===== config.mk =====
export PLATFORM = sky130hd
export DESIGN_NAME = rr_lock_arbiter
export DESIGN_NICKNAME = d
export VERILOG_FILES = /design/src/rtl/rr_lock_arbiter_pkg.sv /design/src/rtl/rr_lock_arbiter_rr_pick.sv /design/src/rtl/rr_lock_arbiter.sv
export SDC_FILE = /design/constraint.sdc
export NUM_CORES = 1
export LEC_CHECK = 0
export BUFFER_PORTS_ARGS = -buffer_cell sky130_fd_sc_hd__buf_2
export CAP_MARGIN = 25
export CORE_MARGIN = 2
export CORE_UTILIZATION = 33
export DETAILED_ROUTE_END_ITERATION = 8
export HOLD_SLACK_MARGIN = 0.15
export PLACE_DENSITY = 0.54
export REMOVE_ABC_BUFFERS = 1
export SYNTH_ARGS = -nofsm -noshare
export SYNTH_HDL_FRONTEND = slang
export SYNTH_SLANG_ARGS = --single-unit

===== constraint.sdc =====
create_clock -name clk -period 2.65 [get_ports clk]
set_clock_uncertainty 0.2 [all_clocks]
set_input_delay 0.265 -clock clk [delete_from_list [all_inputs] [get_ports clk]]
set_output_delay 0.265 -clock clk [all_outputs]
set_load 0.02 [all_outputs]

===== src/rtl/rr_lock_arbiter_pkg.sv =====
// Shared definitions for the round-robin lock arbiter: FSM encoding and
// default parameter values.
package rr_lock_arbiter_pkg;

    typedef enum logic [1:0] {
        IDLE = 2'd0,
        BUSY = 2'd1,
        GAP  = 2'd2
    } state_t;

    localparam int DEF_N        = 4;
    localparam int DEF_ID_W     = 2;
    localparam int DEF_CNT_W    = 8;
    localparam int DEF_MAX_HOLD = 16;

endpackage


===== src/rtl/rr_lock_arbiter_rr_pick.sv =====
// Combinational rotating-priority picker: first set request searching from
// ptr upward, wrapping modulo N.
module rr_pick
    import rr_lock_arbiter_pkg::*;
#(
    parameter int N    = DEF_N,
    parameter int ID_W = DEF_ID_W
) (
    input  logic [N-1:0]    req,
    input  logic [ID_W-1:0] ptr,
    output logic [N-1:0]    winner,
    output logic [ID_W-1:0] winner_id,
    output logic            any
);

    logic [N-1:0] rot;
    int           first_k;
    int           win_idx;

    // Duplicating req makes the rotate a plain right shift; bit k of rot is
    // requester (ptr + k) mod N.
    assign rot = N'({req, req} >> ptr);
    assign any = |rot;

    always_comb begin
        first_k = 0;
        for (int k = N - 1; k >= 0; k--) begin
            if (rot[k]) begin
                first_k = k;
            end
        end
        win_idx = int'(ptr) + first_k;
        if (win_idx >= N) begin
            win_idx = win_idx - N;
        end
    end

    assign winner_id = ID_W'(win_idx);

    generate
        for (genvar gi = 0; gi < N; gi++) begin : g_onehot
            assign winner[gi] = any && (win_idx == gi);
        end
    endgenerate

endmodule


===== src/rtl/rr_lock_arbiter.sv =====
// Round-robin lock arbiter: grants are held until release, request drop or
// hold timeout, with a one-cycle bubble between owners.
module rr_lock_arbiter
    import rr_lock_arbiter_pkg::*;
#(
    parameter int N        = DEF_N,
    parameter int ID_W     = DEF_ID_W,
    parameter int CNT_W    = DEF_CNT_W,
    parameter int MAX_HOLD = DEF_MAX_HOLD
) (
    input  logic            clk,
    input  logic            rst,
    input  logic [N-1:0]    req,
    input  logic [N-1:0]    rel,
    output logic [N-1:0]    gnt,
    output logic            gnt_valid,
    output logic [ID_W-1:0] gnt_id,
    output logic            timeout
);

    localparam bit               TO_EN     = (MAX_HOLD != 0);
    localparam logic [CNT_W-1:0] HOLD_LAST = CNT_W'((MAX_HOLD == 0) ? 0 : MAX_HOLD - 1);
    localparam logic [ID_W-1:0]  LAST_ID   = ID_W'(N - 1);

    state_t            state_reg, state_next;
    logic [N-1:0]      gnt_reg, gnt_next;
    logic              gnt_valid_reg, gnt_valid_next;
    logic [ID_W-1:0]   gnt_id_reg, gnt_id_next;
    logic              timeout_reg, timeout_next;
    logic [ID_W-1:0]   ptr_reg, ptr_next;
    logic [CNT_W-1:0]  hold_cnt_reg, hold_cnt_next;

    logic [N-1:0]      pick_winner;
    logic [ID_W-1:0]   pick_id;
    logic              pick_any;

    logic              owner_rel;
    logic              owner_req;
    logic              hold_expired;
    logic              busy_exit;

    rr_pick #(
        .N    (N),
        .ID_W (ID_W)
    ) u_pick (
        .req       (req),
        .ptr       (ptr_reg),
        .winner    (pick_winner),
        .winner_id (pick_id),
        .any       (pick_any)
    );

    // Masking with the registered grant honours only the owner's bits and
    // ignores rel in the cycle the grant is being issued.
    assign owner_rel    = |(rel & gnt_reg);
    assign owner_req    = |(req & gnt_reg);
    assign hold_expired = TO_EN && (hold_cnt_reg == HOLD_LAST);
    assign busy_exit    = owner_rel || !owner_req || hold_expired;

    always_comb begin
        state_next     = state_reg;
        gnt_next       = gnt_reg;
        gnt_valid_next = gnt_valid_reg;
        gnt_id_next    = gnt_id_reg;
        timeout_next   = 1'b0;
        ptr_next       = ptr_reg;
        hold_cnt_next  = hold_cnt_reg;

        case (state_reg)
            IDLE, GAP: begin
                if (pick_any) begin
                    state_next     = BUSY;
                    gnt_next       = pick_winner;
                    gnt_valid_next = 1'b1;
                    gnt_id_next    = pick_id;
                    hold_cnt_next  = '0;
                end else begin
                    state_next = IDLE;
                end
            end
            BUSY: begin
                if (busy_exit) begin
                    state_next     = GAP;
                    gnt_next       = '0;
                    gnt_valid_next = 1'b0;
                    ptr_next       = (gnt_id_reg == LAST_ID) ? '0 : gnt_id_reg + ID_W'(1);
                    timeout_next   = hold_expired && !owner_rel && owner_req;
                end else if (hold_cnt_reg != '1) begin
                    hold_cnt_next = hold_cnt_reg + CNT_W'(1);
                end
            end
            default: begin
                state_next     = IDLE;
                gnt_next       = '0;
                gnt_valid_next = 1'b0;
            end
        endcase
    end

    always_ff @(posedge clk) begin
        if (rst) begin
            state_reg     <= IDLE;
            gnt_reg       <= '0;
            gnt_valid_reg <= 1'b0;
            gnt_id_reg    <= '0;
            timeout_reg   <= 1'b0;
            ptr_reg       <= '0;
            hold_cnt_reg  <= '0;
        end else begin
            state_reg     <= state_next;
            gnt_reg       <= gnt_next;
            gnt_valid_reg <= gnt_valid_next;
            gnt_id_reg    <= gnt_id_next;
            timeout_reg   <= timeout_next;
            ptr_reg       <= ptr_next;
            hold_cnt_reg  <= hold_cnt_next;
        end
    end

    assign gnt       = gnt_reg;
    assign gnt_valid = gnt_valid_reg;
    assign gnt_id    = gnt_id_reg;
    assign timeout   = timeout_reg;

endmodule


==> out/qor.txt, run 1 <==
Avg WL per Cell: 13.0 um
Peak Freq: 385 MHz
reg-to-reg endpoint: gnt[0]$_SDFFE_PP0P_
Max-Cap Viols: 0
number of global-route vias before repair: 1081
r2r startpoint: ptr_reg[0]$_SDFFE_PP0P_
pin count of the biggest net entering global routing: 16
Logic pwr share: 0.376
relative slew slack: 0.635
first-pass GRT wire length: 4940 um
Total Power: 0.995 mW
Pre-antenna DRT Iters: 4
Critical Path Sink: gnt[0]$_SDFFE_PP0P_
clock-pin slew on the worst setup and hold paths: 130 ps
placed wire-length estimate: 2100 um
Yosys cell types: 39
Yosys reg bits: 20
Final Hold Vio Count: 0
Pwr Density: 650 nW/um^2
worst vdd ir: 263 uV
Antenna diodes: 0
initial detailed-routing violation count: 70
final net count: 190
post-route ant nets: 0
FP Rows: 21
CP Launch Type: flop
remaining global-route overflow: 0
Power Internal: 0.669 mW
Max Root-Sink Buffers: 2
Layout area overhead: 29.5%
Syn. warnings: 0
post-synthesis sequential area ratio: 0.339
Slew @ Worst Pin: 545 ps
Core Util, Final: 0.452
io pins: 18
width of the chip: 63.9 um
Min Hold Slack: 288 ps
top cells by area, synth: dfxtp_1, o21ai_0, a21oi_1
Sequential Power Share: 0.367
CTS sink count: 20
cts bufs inserted: 3
Slew Limit Fails: 0
max reg flops: 8
crit-path max cell delay: 530 ps
Worst Reg2Reg Path Length in Cells: 9
Slowest-stage cell, CP: fa_2
clock group share of total power: 0.257
final instance area: 1530 sq um
Total GRT Usage: 0.151
vias per cell: 5.34
worst path required time: 2690 ps
DR vias: 1181
DRT Wirelength: 2870 um
RePlAce Congestion: 0.718
Post-Synthesis Cells: 146
Port Buffer Count: 17
critical path type: flop to flop
Die Footprint: 4080 sq um
Critical Path End Type: flop
core area: 3390 sq um
Pleak: 0.590 nW
RSZ-0062 raised after global routing: true
Worst Hold Class: flop to flop
DRC viols: 0
htree depth: 1
post-synthesis cell area: 1180 sq um
R2R Setup Slk: 50 ps
worst-path maximum fanout: 5
most common cell after layout, fill and taps aside: dfxtp_1
Avg Synthesized Cell Area: 8.10 sq um
Setup-failing EPs final: 0
leading cell types in the layout, fill and taps excluded: dfxtp_1, o21ai_0, buf_2
Starting Density: 0.349
fraction of layout cells with a size suffix above 1: 0.309
Sw Share: 0.328
initial antenna violation count: 0
DP Area: 1380 sq um
clock latency on the worst-skew pair: 310 ps
CTS root buf: clkbuf_4
status: finished, final reports clean
Worst Path Arrival: 2640 ps
period utilisation layout: 0.980
Die Span Y: 63.9 um
CTS tree: built
Synth area leader: dfxtp_1
CP Launch Point: ptr_reg[0]$_SDFFE_PP0P_
switching power: 0.327 mW
crit path time final: 2600 ps
area share of the largest cell type after synthesis: 0.339
CP cell instances: or4_4 -> nand3_2 -> ha_4 -> inv_2 -> fa_2 -> or3b_4 -> a21oi_2 -> a31oi_1 -> nor2_1
[worst max-delay path, delay by kind of cell, from the launching register on]
family / cells / cell delay [ps]
AOI/OAI and AO/OA: 2 / 160
adders and majority gates: 2 / 660
buffers and inverters: 1 / 30
and+or+nand+nor: 4 / 1100
DFF: 1 / 380
[metal layers]
metal / vias up / GRT usage / wire, um
met4: 0 / 0.0489 / 20
met3: 2 / 0.0370 / 164
met1: 543 / 0.205 / 1360
met5: - / 0 / 0
met2: 30 / 0.233 / 1330
li1: 606 / - / -
[power groups by stage]
stage	Clock (mW)	Sequential (mW)	Combinational (mW)
after detailed placement	0	0.370	0.301
after global placement	0	0.367	0.300
after CTS	0.258	0.364	0.330
final	0.255	0.365	0.375
after floorplan	0	0.387	0.159
after global routing	0.273	0.371	0.408
[cells by family after synthesis]
| logic type | Yosys count | synth area share |
|---|---|---|
| AOI/OAI and AO/OA | 54 | 0.281 |
| adders and majority gates | 4 | 0.0487 |
| buffers and inverters | 14 | 0.0561 |
| DFF | 20 | 0.339 |
| and+or+nand+nor | 54 | 0.275 |
[Yosys cell counts]
library cell	instances
a211oi_1	3
a21oi_1	11
a22o_1	2
a22oi_1	2
a31oi_1	6
a41oi_1	3
and2_1	2
and3_1	3
and4_1	1
buf_2	5
buf_6	1
clkbuf_1	4
dfxtp_1	20
fa_1	1
ha_1	3
inv_1	4
nand2_1	8
nand2_2	1
nand2b_1	4
nand3_1	4
nand3b_1	2
nand4_1	2
nor2_1	13
nor2b_1	1
nor3_1	2
nor3_2	1
nor3b_1	1
nor4_1	1
nor4_4	2
nor4b_1	1
o211ai_1	2
o21ai_0	18
o22a_1	1
o22ai_1	1
o311ai_0	1
o31ai_1	4
or3_1	2
or3b_2	1
or4_1	2
[stage by stage]
stage | TNS, ps | setup WS, ps | std cells
6_report | 0 | 52.1 | 221
5_1_grt | -67.9 | -54.8 | 221
4_1_cts | -0.678 | -0.678 | 220
3_5_place_dp | -85.3 | -77.4 | 213
3_3_place_gp | -59.9 | -59.9 | 213
2_1_floorplan | 0 | 3.89 | 136
[worst min path at each step]
stage,start,cells past startpoint,endpoint,slack (ps)
2_1_floorplan,rst,1,gnt_id[0]$_SDFFE_PP0P_,130
3_3_place_gp,hold_cnt_reg[2]$_SDFFE_PP0P_,1,hold_cnt_reg[2]$_SDFFE_PP0P_,270
3_5_place_dp,hold_cnt_reg[2]$_SDFFE_PP0P_,1,hold_cnt_reg[2]$_SDFFE_PP0P_,280
4_1_cts,hold_cnt_reg[2]$_SDFFE_PP0P_,1,hold_cnt_reg[2]$_SDFFE_PP0P_,300
5_1_grt,hold_cnt_reg[2]$_SDFFE_PP0P_,1,hold_cnt_reg[2]$_SDFFE_PP0P_,320
6_report,hold_cnt_reg[2]$_SDFFE_PP0P_,1,hold_cnt_reg[2]$_SDFFE_PP0P_,290
[repair_timing]
action / CTS / global route
setup buffers: 2 / 1
endpoints found under the hold margin: 10 / 0
pin swaps: 3 / 8
hold buffers: 1 / 0
resized for setup: 5 / 14
setup endpoints to repair: 2 / 3
[cell type report]
class | instances | area, sq um
multi-input cells | 112 | 772
flip-flops and latches | 20 | 404
fillers | 344 | 1860
repair buffers | 35 | 230
clock inverters | 1 | 30.0
clock buffers | 3 | 22.5
inverters | 4 | 15.0
well taps | 46 | 57.6
Power figures use the tool's default switching activity.
==> inputs of run 2 (changes only) <==
- CORE_ASPECT_RATIO: not set -> 1.4
==> run 2 against run 1 <==
- first-iteration DRC count is 56% lower
- global-route usage is 1.2 points higher
- via count is 4.2% higher
- combinational power is 6.1% lower
- sequential share of layout area is 0.46 points higher
- die area is 0.16% higher
- clock power is 8.6% lower
- sequential power hardly changed
- setup slack worse by 49 ps
- critical path depth stayed put
- non-clock buffer count is 2 lower
- critical endpoint unchanged
==> out/qor.txt, run 2 (synthesized netlist as in run 1, its figures left out) <==
DP Area: 1370 sq um (-0.54%)
remaining global-route overflow: 0 (unchanged)
initial detailed-routing violation count: 31 (-56%)
Starting Density: 0.347 (-0.00205)
critical path type: flop to flop
fillers: 360 (+4.7%)
Pleak: 0.577 nW (-2.2%)
number of global-route vias before repair: 1129 (+4.4%)
DRT Wirelength: 3100 um (+7.9%)
DRC viols: 0 (unchanged)
Total Power: 0.950 mW (-4.5%)
final instance area: 1510 sq um (-1.7%)
Port Buffer Count: 17 (unchanged)
Peak Freq: 378 MHz (-1.9%)
relative slew slack: 0.691 (+0.0554)
worst path required time: 2650 ps (-40 ps)
Antenna diodes: 0 (unchanged)
Setup-failing EPs final: 0 (unchanged)
CTS sink count: 20 (unchanged)
clock-pin slew on the worst setup and hold paths: 70 ps (-60 ps)
max reg flops: 8 (unchanged)
RSZ-0062 raised after global routing: true
Layout area overhead: 27.3%
crit path time final: 2650 ps (+49.4 ps)
cts bufs inserted: 3 (unchanged)
io pins: 18 (unchanged)
DR vias: 1231 (+4.2%)
Slew Limit Fails: 0 (unchanged)
clock latency on the worst-skew pair: 260 ps (-50 ps)
leading cell types in the layout, fill and taps excluded: dfxtp_1, o21ai_0, buf_2
Max Root-Sink Buffers: 2 (unchanged)
Final Hold Vio Count: 0 (unchanged)
width of the chip: 54.6 um (-15%)
Slew @ Worst Pin: 462 ps (-82.7 ps)
Max-Cap Viols: 0 (unchanged)
Die Span Y: 74.8 um (+17%)
# placed instances: 207 (-2.8%)
worst vdd ir: 248 uV (-5.9%)
Pre-antenna DRT Iters: 4 (unchanged)
CP Launch Type: flop
Place WS: -89.9 ps (-12.5 ps)
Hold Crit Depth: 2 (+1)
R2R Setup Slk: 3 ps (-50 ps)
Worst Hold Class: flop to flop
period utilisation layout: 0.999 (+0.0186)
initial antenna violation count: 0 (unchanged)
vias per cell: 5.78 (+8.1%)
Worst Reg2Reg Path Length in Cells: 9 (unchanged)
placed wire-length estimate: 2270 um (+8.0%)
core area: 3410 sq um (+0.59%)
CTS root buf: clkbuf_8
CTS tree: built
RePlAce Congestion: 0.793 (+10%)
Finished Layout Cells: 213 (-3.6%)
htree depth: 1 (unchanged)
Die Footprint: 4080 sq um (+0.16%)
most common cell after layout, fill and taps aside: dfxtp_1
final net count: 188 (-1.1%)
pin count of the biggest net entering global routing: 16 (unchanged)
first-pass GRT wire length: 4970 um (+0.57%)
Critical Path End Type: flop
post-route ant nets: 0 (unchanged)
fraction of layout cells with a size suffix above 1: 0.301 (-0.00799)
Worst Path Arrival: 2650 ps (about the same)
worst-path maximum fanout: 7 (+2)
Total GRT Usage: 0.162 (+0.0117)
status: finished, final reports clean
fin worst setup slack: 2.78 ps (-49.4 ps)
Pwr Density: 631 nW/um^2 (-2.8%)
FP Rows: 25 (+19%)
Avg WL per Cell: 14.5 um (+12%)
run 2: through the flow:
| stage | hold slack (ps) | utilization | TNS [ps] |
|---|---|---|---|
| 2_1_floorplan | 134 | - | 0 |
| 3_3_place_gp | 279 | 0.402 | -28.2 |
| 3_5_place_dp | 290 | 0.402 | -117 |
| 4_1_cts | 306 | 0.428 | 0 |
| 5_1_grt | 322 | 0.441 | -54.6 |
| 6_report | 305 | 0.441 | 0 |
run 2: where the power goes:
group | internal (mW) | leakage (nW) | switching (mW)
registers | 0.330 | 0.164 | 0.0360
logic | 0.164 | 0.385 | 0.188
clock network | 0.132 | 0.0288 | 0.101
run 2: repair_timing:
action / CTS / global route
hold buffers: 1 / 0
endpoints found under the setup margin: 3 / 4
buffers inserted: 1 / 0
gates resized for setup: 5 / 12
hold endpoints to repair: 3 / 0
pin swaps: 2 / 5
run 2: cell type report:
class	count	area (sq um)	share of cell area
clock buffer	4	55.1	0.0366
inverter	4	15.0	0.00998
multi-input combinational	112	773	0.514
sequential	20	404	0.268
tap	40	50.0	0.0333
timing repair buffer	33	208	0.138
run 2: worst paths after layout:
path / from / endpoint
min reg2reg: gnt_valid$_SDFFE_PP0P_ / gnt_valid$_SDFFE_PP0P_
max: ptr_reg[0]$_SDFFE_PP0P_ / gnt[0]$_SDFFE_PP0P_
min: gnt_valid$_SDFFE_PP0P_ / gnt_valid$_SDFFE_PP0P_
max reg2reg: ptr_reg[0]$_SDFFE_PP0P_ / gnt[0]$_SDFFE_PP0P_
run 2: per-layer routing:
layer / share of wire / vias up / wire length (um) / track usage
met5: 0 / - / 0 / 0
met4: 0.023 / 0 / 70 / 0.0806
met3: 0.029 / 8 / 89 / 0.0238
met2: 0.51 / 28 / 1570 / 0.274
met1: 0.44 / 589 / 1370 / 0.196
li1: - / 606 / - / -
run 2: worst max-delay path, cell delays in order (launching register included):
cell     delay (ps)
dfxtp_4         370
or4_4           530
nand3_4          90
ha_4            130
inv_2            30
fa_2            570
or3b_4          390
a21oi_2         130
a31oi_1          50
nor2_1          100
